### config.mk
export PLATFORM = sky130hd
export DESIGN_NAME = mem_access_ctrl_flat
export DESIGN_NICKNAME = d
export VERILOG_FILES = /design/src/rtl/mem_access_ctrl_if.sv /design/src/rtl/mem_access_ctrl.sv /design/src/flat_wrapper.sv
export SDC_FILE = /design/constraint.sdc
export NUM_CORES = 1
export LEC_CHECK = 0
export CORE_MARGIN = 5
export CORE_UTILIZATION = 41
export DETAILED_ROUTE_END_ITERATION = 10
export HOLD_SLACK_MARGIN = 0.08
export PLACE_DENSITY_LB_ADDON = 0.1
export SETUP_SLACK_MARGIN = 0.4
export SYNTH_ARGS = -nofsm -noshare
export SYNTH_HDL_FRONTEND = slang
export SYNTH_SLANG_ARGS = --single-unit
### constraint.sdc
create_clock -name clk -period 1.65 [get_ports clk]
set_input_delay 0.33 -clock clk [delete_from_list [all_inputs] [get_ports clk]]
set_output_delay 0.33 -clock clk [all_outputs]
set_load 0.02 [all_outputs]
### src/rtl/mem_access_ctrl_if.sv
// rtl/mem_access_ctrl_if.sv - core request/response and RAM strobe bundle for mem_access_ctrl
interface mem_access_ctrl_if #(
    parameter int AW = 16,
    parameter int DW = 16
);
    logic          req_valid;
    logic          req_ready;
    logic          req_we;
    logic [AW-1:0] req_addr;
    logic [DW-1:0] req_wdata;
    logic          resp_valid;
    logic [DW-1:0] resp_rdata;
    logic          resp_err;
    logic          mem_read;
    logic          mem_wren;
    logic [AW-1:0] mem_addr;
    logic [DW-1:0] mem_wdata;
    logic [DW-1:0] mem_rdata;
    logic          mem_ready;

    // Controller view: accepts core requests, drives the RAM strobes
    modport slave (
        input  req_valid, req_we, req_addr, req_wdata, mem_rdata, mem_ready,
        output req_ready, resp_valid, resp_rdata, resp_err,
        output mem_read, mem_wren, mem_addr, mem_wdata
    );

    // Environment view: core issues requests, RAM returns data
    modport master (
        output req_valid, req_we, req_addr, req_wdata, mem_rdata, mem_ready,
        input  req_ready, resp_valid, resp_rdata, resp_err,
        input  mem_read, mem_wren, mem_addr, mem_wdata
    );
endinterface

### src/rtl/mem_access_ctrl.sv
// rtl/mem_access_ctrl.sv - single-request RAM access controller; optional RD timeout under MEM_CTRL_TIMEOUT_EN
module mem_access_ctrl #(
    parameter int AW = 16,
    parameter int DW = 16
`ifdef MEM_CTRL_TIMEOUT_EN
    ,
    parameter int TIMEOUT_CYCLES = 15
`endif
) (
    input  logic             clk,
    input  logic             rst_n,
    mem_access_ctrl_if.slave bus
);
    typedef enum logic [1:0] {S_IDLE, S_RD, S_WR, S_RESP} state_t;

    state_t        r_state;
    state_t        w_next_state;
    logic          r_mem_read;
    logic          r_mem_wren;
    logic [AW-1:0] r_mem_addr;
    logic [DW-1:0] r_mem_wdata;
    logic [DW-1:0] r_resp_rdata;
    logic          w_accept;
    logic          w_timeout;

    assign w_accept = bus.req_valid && (r_state == S_IDLE);

    // State register
    always_ff @(posedge clk or negedge rst_n) begin
        if (!rst_n) begin
            r_state <= S_IDLE;
        end else begin
            r_state <= w_next_state;
        end
    end

    // Next state: one request in flight, RESP always lasts exactly one cycle
    always_comb begin
        w_next_state = r_state;
        case (r_state)
            S_IDLE:  if (w_accept) w_next_state = bus.req_we ? S_WR : S_RD;
            S_RD:    if (bus.mem_ready || w_timeout) w_next_state = S_RESP;
            S_WR:    w_next_state = S_RESP;
            S_RESP:  w_next_state = S_IDLE;
            default: w_next_state = S_IDLE;
        endcase
    end

    // Request capture, RAM strobes and response data; mem_ready only matters in RD
    always_ff @(posedge clk or negedge rst_n) begin
        if (!rst_n) begin
            r_mem_read   <= 1'b0;
            r_mem_wren   <= 1'b0;
            r_mem_addr   <= '0;
            r_mem_wdata  <= '0;
            r_resp_rdata <= '0;
        end else begin
            case (r_state)
                S_IDLE: begin
                    if (w_accept) begin
                        r_mem_addr  <= bus.req_addr;
                        r_mem_wdata <= bus.req_wdata;
                        r_mem_read  <= ~bus.req_we;
                        r_mem_wren  <= bus.req_we;
                    end
                end
                S_RD: begin
                    if (bus.mem_ready) begin
                        r_resp_rdata <= bus.mem_rdata;
                        r_mem_read   <= 1'b0;
                    end else if (w_timeout) begin
                        r_resp_rdata <= '0;
                        r_mem_read   <= 1'b0;
                    end
                end
                S_WR: begin
                    r_mem_wren   <= 1'b0;
                    r_resp_rdata <= '0;
                end
                default: begin
                end
            endcase
        end
    end

`ifdef MEM_CTRL_TIMEOUT_EN
    localparam int CW = $clog2(TIMEOUT_CYCLES + 1);
    localparam logic [CW-1:0] TO_LAST = CW'(TIMEOUT_CYCLES - 1);

    logic [CW-1:0] r_to_cnt;
    logic          r_resp_err;

    // The edge that would bring the count to the limit ends RD
    assign w_timeout = (r_state == S_RD) && (r_to_cnt == TO_LAST);

    // Cycles spent in RD; error flag set on timeout (data wins a tie), cleared leaving RESP
    always_ff @(posedge clk or negedge rst_n) begin
        if (!rst_n) begin
            r_to_cnt   <= '0;
            r_resp_err <= 1'b0;
        end else begin
            if (w_accept) begin
                r_to_cnt <= '0;
            end else if (r_state == S_RD) begin
                r_to_cnt <= r_to_cnt + 1'b1;
            end
            if (w_timeout && !bus.mem_ready) begin
                r_resp_err <= 1'b1;
            end else if (r_state == S_RESP) begin
                r_resp_err <= 1'b0;
            end
        end
    end

    assign bus.resp_err = r_resp_err;
`else
    assign w_timeout    = 1'b0;
    assign bus.resp_err = 1'b0;
`endif

    assign bus.req_ready  = (r_state == S_IDLE);
    assign bus.resp_valid = (r_state == S_RESP);
    assign bus.resp_rdata = r_resp_rdata;
    assign bus.mem_read   = r_mem_read;
    assign bus.mem_wren   = r_mem_wren;
    assign bus.mem_addr   = r_mem_addr;
    assign bus.mem_wdata  = r_mem_wdata;
endmodule

### src/flat_wrapper.sv
// flat-port wrapper written by rule: the top's interface ports become plain ports
module mem_access_ctrl_flat 
#(
    parameter int AW = 16,
    parameter int DW = 16

)
  (clk, rst_n, bus_req_valid, bus_req_we, bus_req_addr, bus_req_wdata, bus_mem_rdata, bus_mem_ready, bus_req_ready, bus_resp_valid, bus_resp_rdata, bus_resp_err, bus_mem_read, bus_mem_wren, bus_mem_addr, bus_mem_wdata);
  mem_access_ctrl_if #(.AW(AW), .DW(DW)) bus_i ();
  input  logic clk;
  input  logic rst_n;
  input wire logic [$bits(bus_i.req_valid)-1:0] bus_req_valid;
  input wire logic [$bits(bus_i.req_we)-1:0] bus_req_we;
  input wire logic [$bits(bus_i.req_addr)-1:0] bus_req_addr;
  input wire logic [$bits(bus_i.req_wdata)-1:0] bus_req_wdata;
  input wire logic [$bits(bus_i.mem_rdata)-1:0] bus_mem_rdata;
  input wire logic [$bits(bus_i.mem_ready)-1:0] bus_mem_ready;
  output wire logic [$bits(bus_i.req_ready)-1:0] bus_req_ready;
  output wire logic [$bits(bus_i.resp_valid)-1:0] bus_resp_valid;
  output wire logic [$bits(bus_i.resp_rdata)-1:0] bus_resp_rdata;
  output wire logic [$bits(bus_i.resp_err)-1:0] bus_resp_err;
  output wire logic [$bits(bus_i.mem_read)-1:0] bus_mem_read;
  output wire logic [$bits(bus_i.mem_wren)-1:0] bus_mem_wren;
  output wire logic [$bits(bus_i.mem_addr)-1:0] bus_mem_addr;
  output wire logic [$bits(bus_i.mem_wdata)-1:0] bus_mem_wdata;
  assign bus_i.req_valid = bus_req_valid;
  assign bus_i.req_we = bus_req_we;
  assign bus_i.req_addr = bus_req_addr;
  assign bus_i.req_wdata = bus_req_wdata;
  assign bus_i.mem_rdata = bus_mem_rdata;
  assign bus_i.mem_ready = bus_mem_ready;
  assign bus_req_ready = bus_i.req_ready;
  assign bus_resp_valid = bus_i.resp_valid;
  assign bus_resp_rdata = bus_i.resp_rdata;
  assign bus_resp_err = bus_i.resp_err;
  assign bus_mem_read = bus_i.mem_read;
  assign bus_mem_wren = bus_i.mem_wren;
  assign bus_mem_addr = bus_i.mem_addr;
  assign bus_mem_wdata = bus_i.mem_wdata;
  mem_access_ctrl #(.AW(AW), .DW(DW)) u_core (.clk(clk), .rst_n(rst_n), .bus(bus_i));
endmodule
==> flow_summary.yaml <==
drt:
  first_iter_violations: 60
  wl_mm: 5.59
  remaining_drc_errors: 0
  vias_per_cell: 4.59
  firstDrtPassIters: 4
  wl_per_cell_um: 15.4
  drtAntennaViolNets: 0
  vias: 1671
pwr:
  total_power_mw: 7.10
  peakVddDrop_uv: 1000
  p_per_area_nw_per_um2: 1970
  total_leakage_power_nw: 1.79
synthesis:
  synthesis.nets: 227
  synth_top_family_by_area: "multiplexers"
  synthAdderAreaFrac: 0.0273
  synth_edf_count: 0
  syn_area_um2: 2290
  synthFlopType: "dfrtp_1"
  muxShareOfSynthArea: 0.225
  synthSimpleGateAreaFrac: 0.0807
  synthesis.instances: 169
  ys_seq_area_frac: 0.567
  ys_types: 23
  ys_warn_count: 0
  synth_xor_area_frac: 0
  synth_compound_area_frac: 0.0551
  ys_ff_latch: 52
  async_flop_share: 1.00
  syn-mean-instance-area_um2: 13.6
placed_design:
  placedInstanceArea_um2: 3490
  dp_cells: 343
  pre_cts_ws_ps: 40.5
  io_buffers: 104
  post-dp-hpwl_mm: 3.75
  gp_congestion: 0.720
critical_path:
  crit_slowest_cell: "dfrtp_1"
  critPathKind: "reg -> reg"
  arrival_ps: 1670
  max_stage_delay_ps: 420
  r2r_slack_ps: 170
  cp.required_ps: 1850
  reg2reg_depth: 5
  cp_top_family: "flip-flops"
  r2r_end: "u_core.bus.mem_addr[4]$_DFFE_PN0P_"
  crit_buf_inv: 2
  crit_start: "u_core.r_state[0]$_DFFE_PN0P_"
  critPathCaptureType: "flip-flop"
  r2r-start: "u_core.r_state[0]$_DFFE_PN0P_"
  critPathLaunchType: "flip-flop"
  path_cells: "inv_2, ha_4, nand2_8, clkbuf_16, mux2_4"
  cp_max_fo: 5
global_route:
  grt_pass1_vias: 1615
  antenna_found_initial: 0
  grt_use_total: 0.145
  grt_max_degree: 53
  grt_pass1_wl_mm: 8.36
  grt_overflow: 0
cts:
  clk_pin_slew_ps: 100
  clockBufferDepth: 2
  clkSinkCount: 52
  cts_tree: "yes"
  clkLatencyLatePin_ps: 300
  cts_buffers: 5
  cts-root-buf: "clkbuf_8"
  htree_num_levels: 2
timing:
  fmax_mhz: 676
  final_hold_viol_count: 0
  setup_slack_ps: 171
  finalSetupViolations: 0
  fin_setup_tns_ps: 0
  hold_ws_ps: 482
  period_minus_slack_ps: 1480
  fin_worst_skew_ps: 5.91
  rsz0062_at_grt: "yes"
  maxSlewViolCount: 0
  min_period_over_period: 0.896
layout:
  finish.instance_area_um2: 3600
  layout.cells.non_filler: 364
  drive_gt1_frac: 0.418
  fin_util: 0.658
  syn_to_final_growth_pct: 57.0
  nets: 349
  antenna_cells: 0
hold_path:
  min-delay-path-class: "reg -> reg"
  hold_start: "u_core.bus.resp_rdata[1]$_DFFE_PN0P_"
  hold-path-cell-count: 2
  whs_endpoint: "u_core.bus.resp_rdata[1]$_DFFE_PN0P_"
outcome:
  status: "finished, final reports clean"
floorplan:
  dieHeight_um: 84.8
  die_w_um: 84.8
  dieArea_um2: 7190
  coreArea_um2: 5470
  rows: 27
  pin_count: 106
  initial_core_util: 0.419
flow_run:
  cap_violations: 0
cell type report:
| class | count | area, um2 |
|---|---|---|
| fillers | 461 | 1870 |
| flip-flops and latches | 52 | 1300 |
| repair buffers | 124 | 1090 |
| multi-input cells | 102 | 980 |
| well taps | 72 | 90.1 |
| clock buffers | 5 | 68.8 |
| clock inverters | 3 | 46.3 |
| inverters | 6 | 27.5 |
where the power goes:
| group | internal [mW] | switching (mW) |
|---|---|---|
| registers | 1.90 | 0.345 |
| logic | 1.98 | 1.97 |
| clock network | 0.458 | 0.446 |
metal layers:
metal	share of wire	wire, um	global-route usage	vias up
li1	-	-	-	807
met2	0.47	2650	0.219	64
met3	0.085	474	0.0608	6
met1	0.43	2420	0.195	794
met4	0.0081	45	0.0302	0
met5	0	0	0	-
registers in the layout, indices dropped and copies added (netlist names):
signal,flops
u_core.r_state,2
u_core.bus.mem_read,1
u_core.bus.mem_wdata,16
u_core.bus.mem_wren,1
u_core.bus.mem_addr,16
u_core.bus.resp_rdata,16
worst max path at each step:
stage	end	slack, ps	depth (start not counted)
floorplan	u_core.bus.mem_read$_DFFE_PN0P_	330	5
global placement	bus_req_ready	60	3
detailed placement	u_core.bus.mem_wdata[12]$_DFFE_PN0P_	40	4
CTS	u_core.bus.resp_rdata[0]$_DFFE_PN0P_	190	5
global route	u_core.bus.resp_rdata[0]$_DFFE_PN0P_	120	5
finish	u_core.bus.mem_addr[4]$_DFFE_PN0P_	170	5
what timing repair did:
item                                   CTS  global route
hold buffers                             1             0
endpoints found under the hold margin   52             0
pin swaps                                1             2
setup endpoints to repair              103            55
cloned                                   0             5
gates resized for setup                212            12
buffers inserted                         3             4
cells in the mapped netlist (all sizes together) (2+ instances only):
cell type  instances  area share
dfrtp             52        0.57
o22ai              2      0.0055
mux2              32        0.21
nand2             19       0.032
o21ai             17       0.037
mux2i              4       0.019
buf                9       0.031
ha                 5       0.027
inv                6      0.0098
nand2b            16       0.044
worst reg2reg max path: cells and delay by family (launching register included):
family,cells,cell delay [ps]
adders and majority gates,1,230
buffers and inverters,2,330
and+or+nand+nor,1,100
DFF,1,420
muxes,1,300
logic make-up (layout without fill, tap and decap cells):
group,Yosys count,after routing
simple gates,37,38
compound gates,22,22
mux,36,36
buf+inv,16,138
fa+ha+maj,5,5
flops,52,52
other cells,1,1
layout by cell type, fill, tap and decap left out, types with 5 or more instances in the layout:
cell / count
buf_6: 5
buf_4: 7
buf_12: 5
o21ai_0: 10
nand2b_1: 16
nand2_1: 18
mux2_4: 30
o21ai_1: 7
buf_2: 51
clkbuf_8: 5
dfrtp_1: 52
clkdlybuf4s50_1: 50
Note: power is estimated with default switching activity, not from simulation.
